<file path="config.mk">
export PLATFORM = sky130hd
export DESIGN_NAME = cnn_fmap_window_gen_flat
export DESIGN_NICKNAME = d
export VERILOG_FILES = /design/src/rtl/cnn_fmap_window_gen_if.sv /design/src/rtl/cnn_fmap_window_gen.sv /design/src/flat_wrapper.sv
export SDC_FILE = /design/constraint.sdc
export NUM_CORES = 1
export LEC_CHECK = 0
export CORE_ASPECT_RATIO = 1.5
export CORE_MARGIN = 2
export CORE_UTILIZATION = 41
export DETAILED_ROUTE_END_ITERATION = 8
export GPL_TIMING_DRIVEN = 0
export PLACE_DENSITY = 0.7
export SYNTH_ARGS = -nofsm -noshare
export SYNTH_HDL_FRONTEND = slang
export SYNTH_SLANG_ARGS = --single-unit
</file>
<file path="constraint.sdc">
create_clock -name clk -period 10.78 [get_ports clk]
set_input_delay 2.156 -clock clk [delete_from_list [all_inputs] [get_ports clk]]
set_output_delay 2.156 -clock clk [all_outputs]
set_load 0.02 [all_outputs]
</file>
<file path="src/rtl/cnn_fmap_window_gen_if.sv">
// Pixel-in / window-out bundle for the fmap window generator.
// master drives pixels (producer side); slave is the generator.
interface cnn_fmap_window_gen_if #(
  parameter int unsigned CI      = 3,
  parameter int unsigned KX      = 3,
  parameter int unsigned KY      = 3,
  parameter int unsigned I_FM_BW = 8
);
  logic                          i_soft_reset;
  logic [CI*I_FM_BW-1:0]         i_in_pix;
  logic                          i_in_valid;
  logic [CI*KX*KY*I_FM_BW-1:0]   o_ot_fmap;
  logic                          o_ot_valid;
  logic                          o_frame_done;

  modport master (
    output i_soft_reset, i_in_pix, i_in_valid,
    input  o_ot_fmap, o_ot_valid, o_frame_done
  );

  modport slave (
    input  i_soft_reset, i_in_pix, i_in_valid,
    output o_ot_fmap, o_ot_valid, o_frame_done
  );
endinterface

</file>
<file path="src/rtl/cnn_fmap_window_gen.sv">
// Streaming KXxKYxCI convolution window generator (stride 1, no padding).
// Line buffers hold the previous KY-1 rows; a KX-column shift register forms the window.
module cnn_fmap_window_gen #(
  parameter int unsigned CI      = 3,
  parameter int unsigned KX      = 3,
  parameter int unsigned KY      = 3,
  parameter int unsigned I_FM_BW = 8,
  parameter int unsigned IMG_W   = 8,
  parameter int unsigned IMG_H   = 8
) (
  input logic                  clk,
  input logic                  reset,
  cnn_fmap_window_gen_if.slave bus
);
  localparam int unsigned PixW = CI * I_FM_BW;
  localparam int unsigned FmW  = PixW * KX * KY;
  localparam int unsigned ColW = (IMG_W > 1) ? $clog2(IMG_W) : 1;
  localparam int unsigned RowW = (IMG_H > 1) ? $clog2(IMG_H) : 1;

  localparam logic [ColW-1:0] ColLast  = ColW'(IMG_W - 1);
  localparam logic [ColW-1:0] ColFirst = ColW'(KX - 1);
  localparam logic [RowW-1:0] RowLast  = RowW'(IMG_H - 1);
  localparam logic [RowW-1:0] RowFirst = RowW'(KY - 1);

  logic [ColW-1:0] col_q;
  logic [RowW-1:0] row_q;
  logic [PixW-1:0] lb_q [KY-1][IMG_W];
  logic [PixW-1:0] col_vec [KY];
  logic [FmW-1:0]  fmap_q, fmap_d;
  logic            valid_q, done_q;
  logic            accept, in_window, last_pix;

  always_comb begin
    accept    = bus.i_in_valid & ~bus.i_soft_reset;
    in_window = (row_q >= RowFirst) && (col_q >= ColFirst);
    last_pix  = (row_q == RowLast) && (col_q == ColLast);
  end

  // Column vector: oldest rows from the line buffer, newest row from the input.
  always_comb begin
    for (int unsigned ky = 0; ky < KY; ky++) begin
      col_vec[ky] = '0;
    end
    for (int unsigned ky = 0; ky + 1 < KY; ky++) begin
      col_vec[ky] = lb_q[ky][col_q];
    end
    col_vec[KY-1] = bus.i_in_pix;
  end

  // Shift the window one column toward kx=0 and load the new column at kx=KX-1.
  always_comb begin
    fmap_d = fmap_q;
    for (int unsigned ci = 0; ci < CI; ci++) begin
      for (int unsigned ky = 0; ky < KY; ky++) begin
        for (int unsigned kx = 0; kx < KX; kx++) begin
          if (kx + 1 < KX) begin
            fmap_d[((ci*KY+ky)*KX+kx)*I_FM_BW +: I_FM_BW] =
                fmap_q[((ci*KY+ky)*KX+kx+1)*I_FM_BW +: I_FM_BW];
          end else begin
            fmap_d[((ci*KY+ky)*KX+kx)*I_FM_BW +: I_FM_BW] =
                col_vec[ky][ci*I_FM_BW +: I_FM_BW];
          end
        end
      end
    end
  end

  // Line buffer needs no reset: every entry is rewritten before it is read into a valid window.
  always_ff @(posedge clk) begin
    if (accept) begin
      for (int unsigned k = 0; k + 2 < KY; k++) begin
        lb_q[k][col_q] <= lb_q[k+1][col_q];
      end
      lb_q[KY-2][col_q] <= bus.i_in_pix;
    end
  end

  always_ff @(posedge clk) begin
    if (reset) begin
      col_q   <= '0;
      row_q   <= '0;
      valid_q <= 1'b0;
      done_q  <= 1'b0;
      fmap_q  <= '0;
    end else if (bus.i_soft_reset) begin
      col_q   <= '0;
      row_q   <= '0;
      valid_q <= 1'b0;
      done_q  <= 1'b0;
    end else begin
      valid_q <= accept && in_window;
      done_q  <= accept && last_pix;
      if (accept) begin
        fmap_q <= fmap_d;
        if (col_q == ColLast) begin
          col_q <= '0;
          row_q <= (row_q == RowLast) ? '0 : row_q + RowW'(1);
        end else begin
          col_q <= col_q + ColW'(1);
        end
      end
    end
  end

  assign bus.o_ot_fmap    = fmap_q;
  assign bus.o_ot_valid   = valid_q;
  assign bus.o_frame_done = done_q;
endmodule

</file>
<file path="src/flat_wrapper.sv">
// flat-port wrapper written by rule: the top's interface ports become plain ports
module cnn_fmap_window_gen_flat 
#(
  parameter int unsigned CI      = 3,
  parameter int unsigned KX      = 3,
  parameter int unsigned KY      = 3,
  parameter int unsigned I_FM_BW = 8,
  parameter int unsigned IMG_W   = 8,
  parameter int unsigned IMG_H   = 8
)
  (clk, reset, bus_i_soft_reset, bus_i_in_pix, bus_i_in_valid, bus_o_ot_fmap, bus_o_ot_valid, bus_o_frame_done);
  cnn_fmap_window_gen_if #(.CI(CI), .KX(KX), .KY(KY), .I_FM_BW(I_FM_BW)) bus_i ();
  input logic clk;
  input logic reset;
  input wire logic [$bits(bus_i.i_soft_reset)-1:0] bus_i_soft_reset;
  input wire logic [$bits(bus_i.i_in_pix)-1:0] bus_i_in_pix;
  input wire logic [$bits(bus_i.i_in_valid)-1:0] bus_i_in_valid;
  output wire logic [$bits(bus_i.o_ot_fmap)-1:0] bus_o_ot_fmap;
  output wire logic [$bits(bus_i.o_ot_valid)-1:0] bus_o_ot_valid;
  output wire logic [$bits(bus_i.o_frame_done)-1:0] bus_o_frame_done;
  assign bus_i.i_soft_reset = bus_i_soft_reset;
  assign bus_i.i_in_pix = bus_i_in_pix;
  assign bus_i.i_in_valid = bus_i_in_valid;
  assign bus_o_ot_fmap = bus_i.o_ot_fmap;
  assign bus_o_ot_valid = bus_i.o_ot_valid;
  assign bus_o_frame_done = bus_i.o_frame_done;
  cnn_fmap_window_gen #(.CI(CI), .KX(KX), .KY(KY), .I_FM_BW(I_FM_BW), .IMG_W(IMG_W), .IMG_H(IMG_H)) u_core (.clk(clk), .reset(reset), .bus(bus_i));
endmodule
</file>
* Word-level counts from Yosys, hierarchy flattened
Memories as Yosys holds them, arrays and structs flattened.
Index checks and enable logic that the tools add are counted.
Widths: inputs -> output; s select.
** Storage, ports and cells
- Output and inout port bits :: 218
- Flip-flop bits (word level) :: 224
- Memories kept :: 1
- Bits in writable memories :: 384
- Bits of input ports :: 28
** Operators by class
- Add/subtract/negate cells :: 2
- Multiplexer cells :: 12
- Bitwise logic cells :: 3
- Eq/ne operators :: 2
- Reductions and logical operators :: 8
- Magnitude comparators :: 4
** Memory list
- u_core.lb_q :: depth 2, width 192, rd ports 2, clocked after memory_dff 0, wr ports 2, RTL line cnn_fmap_window_gen.sv:27 : logic [PixW-1:0] lb_q [KY-1][IMG_W];
** Operator list (number)
- $mux 192 :: 1
- $bmux 24 s3 :: 2
- $mux 24 :: 5
- $demux 24 s3 :: 1
- $add 3x1->3 const B :: 2
- $eq 3x3->1 const B :: 2
- $ge 3x2->1 const B :: 2
- $mux 3 :: 2
- $logic_and 1x1->1 :: 5
- $ge 4x4->1 const B :: 1
- $lt 4x1->1 const B :: 1
- $not 3->4 :: 1
- $reduce_and 2->1 :: 2
- $reduce_or 2->1 :: 1
- $and 1x1->1 :: 1
- $mux 1 :: 1
- $not 1->1 :: 1

* Logic depth before layout (Yosys ltp)
Gate-level depths: netlist of run 1.
- Depth in word-level cells :: 6
- Gate-level depth with buffers :: 8
- Mapped depth without buffers :: 6

* Least setup slack after synthesis of run 1
OpenSTA, ideal clock, no wires.
- Kind :: input port to flip-flop
- Start point :: in bus_i_in_valid
- End point :: mem u_core.lb_q[0][144] (netlist bit) (enable)
- Path buffers :: 4
- Required time :: 10.207 ns
- Arrival time :: 7.437 ns
- Stages on the path :: 6
- Library setup time :: 0.573 ns
- Setup slack :: 2.770 ns
- Path through :: buf_2 -> nand2b_1 -> buf_2 -> buf_2 -> buf_1 -> nor4_1
** RTL lines
- from (decl) :: RTL line flat_wrapper.sv:17 : input wire logic [$bits(bus_i.i_in_valid)-1:0] bus_i_in_valid;
- to (decl) :: RTL line cnn_fmap_window_gen.sv:27

==> results of run 1 <==
==> flip-flops by register name (all words and copies together) (netlist names) <==
register,count
u_core.lb_q,384
u_core.col_q,3
u_core.bus.o_ot_valid,1
u_core.bus.o_ot_fmap,216
u_core.row_q,3
u_core.bus.o_frame_done,1
==> cell type report <==
cell class                      instances  area, um2
Fill cell                            4536      26370
Sequential cell                       608      16020
Multi-Input combinational cell        984       5996
Timing Repair Buffer                  278       2860
Clock buffer                           71       1528
Tap cell                              695      869.6
Buffer                                120      600.6
Clock inverter                         25      262.8
Inverter                                5      18.77
==> per-stage QoR <==
step	instances	hold slack, ps	TNS, ps
2_1_floorplan	1717	454.3	0
3_3_place_gp	2656	440.2	-127990
3_5_place_dp	2690	447.0	0
4_1_cts	2786	456.1	0
5_1_grt	2786	470.0	0
6_report	2786	452.5	0
==> cells in the final DEF (no fill, tap or decap), types with 3 or more instances in the layout <==
| master | n |
|---|---|
| edfxtp_1 | 384 |
| nand2_1 | 347 |
| clkdlybuf4s50_1 | 244 |
| dfxtp_1 | 224 |
| a21oi_1 | 183 |
| nor2_1 | 87 |
| mux2i_1 | 76 |
| mux2_2 | 72 |
| clkbuf_1 | 64 |
| clkbuf_16 | 56 |
| buf_2 | 45 |
| buf_6 | 31 |
| o22ai_1 | 26 |
| o21a_1 | 25 |
| a221oi_2 | 18 |
| a211oi_1 | 17 |
| a221oi_1 | 15 |
| buf_4 | 13 |
| a221o_1 | 12 |
| clkinv_2 | 12 |
| nor3_1 | 11 |
| a31oi_1 | 10 |
| o21ai_0 | 9 |
| a22o_1 | 7 |
| a22oi_1 | 7 |
| clkbuf_8 | 7 |
| inv_1 | 6 |
| mux4_2 | 6 |
| a311oi_1 | 6 |
| ha_1 | 6 |
| bufinv_16 | 5 |
| nor2b_1 | 4 |
| nor3_2 | 4 |
| nand3_1 | 4 |
| o2bb2ai_1 | 4 |
| clkinv_1 | 4 |
| nor2_2 | 3 |
| buf_1 | 3 |
| o211ai_1 | 3 |
==> Yosys cell counts (2+ instances only) <==
master,number
mux4_2,6
o21a_1,25
ha_1,6
a311oi_1,6
mux2_2,72
dfxtp_1,224
buf_2,45
nor2b_1,4
nor3_1,15
a22o_1,7
a211oi_1,17
nand2_1,347
buf_4,8
mux2i_1,76
o211ai_1,3
nor4_1,3
a221oi_2,18
o21ai_0,9
nor2_2,3
buf_6,7
buf_1,3
a22oi_1,7
a221o_1,12
o2bb2ai_1,4
a21o_1,2
nor2_1,89
inv_1,5
nand3_1,4
a21oi_1,183
nand3b_1,2
edfxtp_1,384
o22ai_1,26
clkbuf_1,56
nand2b_1,2
a31oi_1,10
a221oi_1,15
==> final timing paths <==
kind / from / to / slack [ps] / cells past startpoint
setup / recovery: bus_i_soft_reset / u_core.lb_q[0][340] / 5900 / 10
hold / removal: u_core.bus.o_ot_fmap[150] / u_core.bus.o_ot_fmap[150] / 450 / 2
setup reg to reg: u_core.col_q[1] / u_core.lb_q[0][310] / 7380 / 9
hold reg to reg: u_core.bus.o_ot_fmap[150] / u_core.bus.o_ot_fmap[150] / 450 / 2
==> power groups by stage <==
stage / sequential [mW] / combinational, mW / clock [mW]
3_3_place_gp: 2.60 / 0.296 / 0
5_1_grt: 2.55 / 0.328 / 2.06
3_5_place_dp: 2.60 / 0.306 / 0
4_1_cts: 2.55 / 0.308 / 1.96
2_1_floorplan: 2.62 / 0.138 / 0
6_report: 2.55 / 0.307 / 1.95
==> worst max-delay path, cell delays in order <==
cell and delay, ps:
clkdlybuf4s50_1 430, nand2b_1 140, buf_2 210, buf_2 300
buf_1 380, nor4_2 720, buf_4 320, buf_6 170
buf_4 180, buf_6 160
==> layer usage <==
layer  global-route usage  share of wire  up-vias
li1                     -              -     6900
met1               0.2337           0.36     7494
met2               0.4012           0.53      594
met3              0.03198          0.059      139
met4               0.1080          0.048        0
met5                    0              0        -
==> logic make-up (layout without fill, tap and decap cells) <==
| logic type | count (synthesis) | after routing | share of synthesized area |
|---|---|---|---|
| buffers and inverters | 125 | 499 | 0.02742 |
| muxes | 154 | 154 | 0.07557 |
| AOI/OAI and AO/OA | 349 | 349 | 0.1021 |
| adders and majority gates | 6 | 6 | 0.003324 |
| DFF | 608 | 608 | 0.7091 |
| and+or+nand+nor | 475 | 475 | 0.08249 |
==> out/metrics.cfg, run 1 <==
[status]
status=complete, no violations

[placed_design]
numPortBuffers=244
placed_area_um2=26360
hpwl_mm=44.45
dpl_worst_slack_ps=5321
gp_congestion=0.8360

[finish]
fin_util=0.5163
nets=2082
diodes=0
finalInstanceArea_um2=28150
area_growth_pct=24.65
drive_gt1_frac=0.1377

[synthesis]
synth_top_area_cell=edfxtp_1
synth_warnings=0
netlist_top_cells_area=edfxtp_1, dfxtp_1, nand2_1, a21oi_1, mux2_2
synth_area_um2=22580
syn_inst=1717
synth_top_area_share=0.5106
synth_edf_count=384
synth_cell_types=48
synth_top_flop_cell=edfxtp_1
avgSynthCellArea_um2=13.15
synth-seq-cells=608
syn-num-nets=1751
ys_async_sr_fraction=0
ys_seq_area_frac=0.7091

[pwr]
p_total_mw=4.802
p_leak_nw=9.105
switching_share=0.2207
power_switching_mw=1.060
p_comb_frac=0.064
p_per_area_nw_per_um2=170.6
irDropWorstVdd_v=0.0001360
seqPwrFrac=0.531
power.internal_mw=3.742
clockPowerShare=0.405

[timing]
period_needed_ps=4881
rsz0062_at_grt=no
clock_skew_ps=24.79
fin_ws_ps=5899
timing.final.crit_share=0.4527
max_freq_mhz=204.9
worst_pin_slew_ps=1311
max_slew_margin=0.1262
setup_violations=0
drv_slew=0
hold_violations=0

[floorplan]
ios=246
die_y_um=291.4
fp-row-count=105
die_w_um=195.6
coreArea_um2=54520
start_util=0.4142
die_area_um2=57020

[clock_network]
cts-root-buf=clkbuf_16
cts_max_path_buffers=3
cts_hold_buf=0
cts_tree=built
insertion_delay_ps=600
ctsHtreeMaxLevel=2
clk_pin_slew_ps=60
cts_resized=0
cts.sinks=608
numCtsBuffers=51
cts_setup_buffers=0

[grt]
grt_max_degree=49
grt_overflow=0
grt_pass1_vias=15000
track_usage=0.2144
antenna_found_initial=0
grt_pass1_wl_mm=91.49

[routing]
dr.pass1.iters=7
vias=15130
drt_wl_total_mm=62.65
via_per_inst=5.430
drtAntennaViolNets=0
drtIter0Drc=1319
post_drt_wl_per_cell_um=22.49
drc=0

[worst_setup_path]
critPathMaxFanout=10
crit_arrival_ps=5180
cp_data_required_time_ps=11080
critPathLaunchType=input pin
worstSetupPathType=input pin to flop
end_kind=flop

[run]
cap_violations=0

[worst_hold_path]
holdCritPathClass=flop to flop

Note: power is estimated with default switching activity, not from simulation.
==> run 2, diff against run 1 <==
Clock period 10.78 ns to 5 ns, I/O delays scaled along.
==> out/metrics.cfg, run 2 (synthesis results as in run 1) <==
[clock_network]
cts-root-buf=clkbuf_16
ctsHtreeMaxLevel=2
clk_pin_slew_ps=60
cts_tree=built
numCtsBuffers=51
cts_max_path_buffers=3
cts_setup_buffers=0
insertion_delay_ps=590
cts.sinks=608
cts_hold_buf=0
cts_resized=0

[worst_setup_path]
end_kind=flop
cp_data_required_time_ps=5290
worstSetupPathType=input pin to flop
crit_arrival_ps=3950
critPathLaunchType=input pin
critPathMaxFanout=10

[run]
cap_violations=0

[timing]
max_slew_margin=0.1037
max_freq_mhz=273.1
period_needed_ps=3661
fin_ws_ps=1339
clock_skew_ps=17.07
drv_slew=0
timing.final.crit_share=0.7323
hold_violations=0
setup_violations=0
rsz0062_at_grt=no
worst_pin_slew_ps=1344
holdWs_ps=451.0

[routing]
post_drt_wl_per_cell_um=22.94
drtIter0Drc=1204
drc=0
vias=15210
drtAntennaViolNets=0
drt_wl_total_mm=63.72
dr.pass1.iters=5
via_per_inst=5.477

[grt]
antenna_found_initial=0
grt_pass1_vias=15280
grt_pass1_wl_mm=93.78
grt_overflow=0
grt_max_degree=49
track_usage=0.2195

[pwr]
irDropWorstVdd_v=0.0002971
p_per_area_nw_per_um2=365.3
p_leak_nw=9.055

[placed_design]
placed_area_um2=26400
numPortBuffers=244
gp_congestion=0.8434
dpl_worst_slack_ps=788.8
hpwl_mm=45.39

[finish]
nets=2074
regMostFlops=u_core.lb_q
finalInstanceArea_um2=28150
nFillCells=4565
diodes=0
fin_util=0.5163
drive_gt1_frac=0.1349
layout_common_cells=edfxtp_1, nand2_1, clkdlybuf4s50_1
area_growth_pct=24.64
final_common_cell=edfxtp_1
largest_register_ff_count=384

[floorplan]
die_area_um2=57020
coreArea_um2=54520
ios=246
die_w_um=195.6
die_y_um=291.4
start_util=0.4142
fp-row-count=105

[status]
status=complete, no violations

[worst_hold_path]
holdCritPathClass=flop to flop

==> run 2: changes by cell type in the layout (fill, tap and decap cells not counted), moves of 2 or more <==
cell and change:
buf_6 -15, buf_16 +4, clkbuf_16 -3, nor3_4 +2, nor3_2 -2, clkinvlp_4 +2, buf_8 +6, buf_4 -5
==> run 2: metal layers <==
layer | wire length [um] | track usage | part of all wire
met5 | 0 | 0 | 0
met4 | 3111 | 0.1115 | 0.049
met3 | 3609 | 0.02978 | 0.057
met2 | 34000 | 0.4104 | 0.53
met1 | 23000 | 0.2411 | 0.36
==> run 2: final cells by class <==
type | instances | area (um2) | area share
plain buffers | 120 | 600.6 | 0.02134
well taps | 695 | 869.6 | 0.03089
flip-flops and latches | 608 | 16020 | 0.5690
inverters | 5 | 18.77 | 0.0006668
clock buffers | 69 | 1468 | 0.05214
clock inverters | 27 | 280.3 | 0.009957
multi-input cells | 984 | 6017 | 0.2138
repair buffers | 270 | 2879 | 0.1023
==> run 2: where the power goes <==
part	switching, mW	internal (mW)
registers	0.0637	5.43
logic	0.437	0.239
clock network	1.79	2.33
==> run 2: worst max-delay path, cell delays in order <==
cell and delay (ps):
clkdlybuf4s50_1 440, nand2b_1 150, buf_2 210, buf_2 270
buf_1 400, nor3_2 850, buf_8 250, buf_8 170
buf_6 180
==> run 2: worst paths after layout <==
check / from / end / slack (ps) / cells past startpoint
worst max register to register: u_core.col_q[0] / u_core.lb_q[0][243] / 1730 / 7
worst min-delay path: u_core.bus.o_ot_fmap[147] / u_core.bus.o_ot_fmap[147] / 450 / 2
worst min register to register: u_core.bus.o_ot_fmap[147] / u_core.bus.o_ot_fmap[147] / 450 / 2
worst max-delay path: bus_i_soft_reset / u_core.lb_q[0][243] / 1340 / 9
==> run 2: through the flow <==
step                      TNS, ps  instances  power, mW
after floorplan            -50070       1717      5.940
after global placement    -850300       2656      6.253
after detailed placement        0       2681      6.276
after CTS                       0       2777      10.33
after global routing            0       2778      10.58
final                           0       2778      10.28
==> run 3, diff against run 2 <==
Clock period 5 ns to 3.39 ns, I/O delays scaled along.
==> out/metrics.cfg, run 3 (synthesis results as in run 1) <==
[clock_network]
cts.sinks=608
numCtsBuffers=52
cts_max_path_buffers=3
insertion_delay_ps=600
ctsHtreeMaxLevel=2
clk_pin_slew_ps=70
cts_hold_buf=0
cts_tree=built
cts-root-buf=clkbuf_16

[routing]
drtIter0Drc=1355
drtAntennaViolNets=0
vias=15110
drc=0
via_per_inst=5.451
drt_wl_total_mm=63.18
post_drt_wl_per_cell_um=22.79
dr.pass1.iters=5

[worst_setup_path]
end_kind=flop
critPathLaunchType=flop
rrSetupSlack_ps=190
r2r-end=u_core.lb_q[0][9]
critPathMaxFanout=25
cp_data_required_time_ps=3670
r2r_start=u_core.col_q[1]
path_cells=buf_6 -> buf_6 -> buf_6 -> buf_2 -> nand2_2 -> nor2_4 -> buf_12
max_stage_delay_ps=850
cpMostUsedCell=buf_6
slowest_stage=nor2_4
crit_arrival_ps=3490
reg2regPathDepth=7
worstSetupPathType=flop to flop

[grt]
grt_max_degree=49
grt_overflow=0
antenna_found_initial=1
grt_pass1_vias=14600
gr-usage-met3=0.03348
track_usage=0.2152
use_met1=0.2456
use_met2=0.3943
grt_busiest_layer=met2
grt_pass1_wl_mm=91.56

[pwr]
irDropWorstVdd_v=0.0003411
p_per_area_nw_per_um2=536.3
p_total_mw=15.08
p_leak_nw=9.039

[finish]
diodes=0
largest_register_ff_count=384
fin_util=0.5158
area_growth_pct=24.51
layout_common_cells=edfxtp_1, nand2_1, clkdlybuf4s50_1
instances_no_fill=2772
regMostFlops=u_core.lb_q
nets=2069
drive_gt1_frac=0.1334
final_common_cell=edfxtp_1

[floorplan]
die_w_um=195.6
fp-row-count=105
ios=246
die_area_um2=57020
start_util=0.4142
coreArea_um2=54520
die_y_um=291.4

[placed_design]
dpl_worst_slack_ps=-273.6
dp.cells=2676
numPortBuffers=244
gp_congestion=0.8415
hpwl_mm=44.34

[timing]
fin_ws_ps=185.0
max_freq_mhz=312.0
drv_slew=0
max_slew_margin=0.08696
timing.final.crit_share=0.9454
setup_violations=0
holdWs_ps=375.9
hold_violations=0
clock_skew_ps=17.15
period_needed_ps=3205
worst_pin_slew_ps=1370
rsz0062_at_grt=no

[worst_hold_path]
holdCritPathClass=input pin to flop
holdPathEnd=u_core.col_q[1]
hp-start=bus_i_in_valid
holdPathStages=2

[run]
cap_violations=0

[status]
status=complete, no violations

-- run 3: how the worst max path moves through the flow --
stage / slack, ps / cells past startpoint / endpoint / start
global route: 100 / 7 / u_core.lb_q[0][9] / u_core.col_q[1]
global placement: -2870 / 6 / u_core.lb_q[0][227] / u_core.col_q[1]
CTS: 40 / 7 / u_core.lb_q[0][9] / u_core.col_q[1]
finish: 190 / 7 / u_core.lb_q[0][9] / u_core.col_q[1]
detailed placement: -270 / 5 / u_core.bus.o_ot_fmap[73] / reset
floorplan: -300 / 5 / u_core.lb_q[0][0] / bus_i_in_valid
-- run 3: repair_timing --
item	4_1_cts	5_1_grt
setup buffers	0	0
resized for setup	0	1
setup endpoints to repair	0	29
-- run 3: power by group --
part / switching [mW] / internal, mW / leakage [nW]
combinational: 0.636 / 0.354 / 2.89
clock: 2.66 / 3.32 / 0.867
sequential: 0.100 / 8.01 / 5.29
-- run 3: cell type report --
| class | instances | area [um2] |
|---|---|---|
| inverters | 5 | 18.77 |
| plain buffers | 120 | 610.6 |
| well taps | 695 | 869.6 |
| clock buffers | 83 | 1638 |
| clock inverters | 13 | 86.33 |
| multi-input cells | 984 | 6032 |
| repair buffers | 264 | 2849 |
| fillers | 4550 | 26400 |
| flip-flops and latches | 608 | 16020 |
-- run 3: critical path: cells and delay by family (launching register included) --
family        cells  cell delay, ps
simple gates      2            1100
buf+inv           5            1310
flops             1             450
-- run 3: per-layer routing --
layer	share of wire	vias up
li1	-	6890
met1	0.36	7405
met2	0.53	662
met3	0.066	150
met4	0.045	2
met5	0.00016	-
-- run 3: stage by stage --
| stage | area, um2 | setup TNS [ps] |
|---|---|---|
| global route | 28120 | 0 |
| detailed placement | 26390 | -7457 |
| finish | 28120 | 0 |
| global placement | 25950 | -798240 |
| CTS | 28120 | 0 |
| floorplan | 22640 | -42690 |
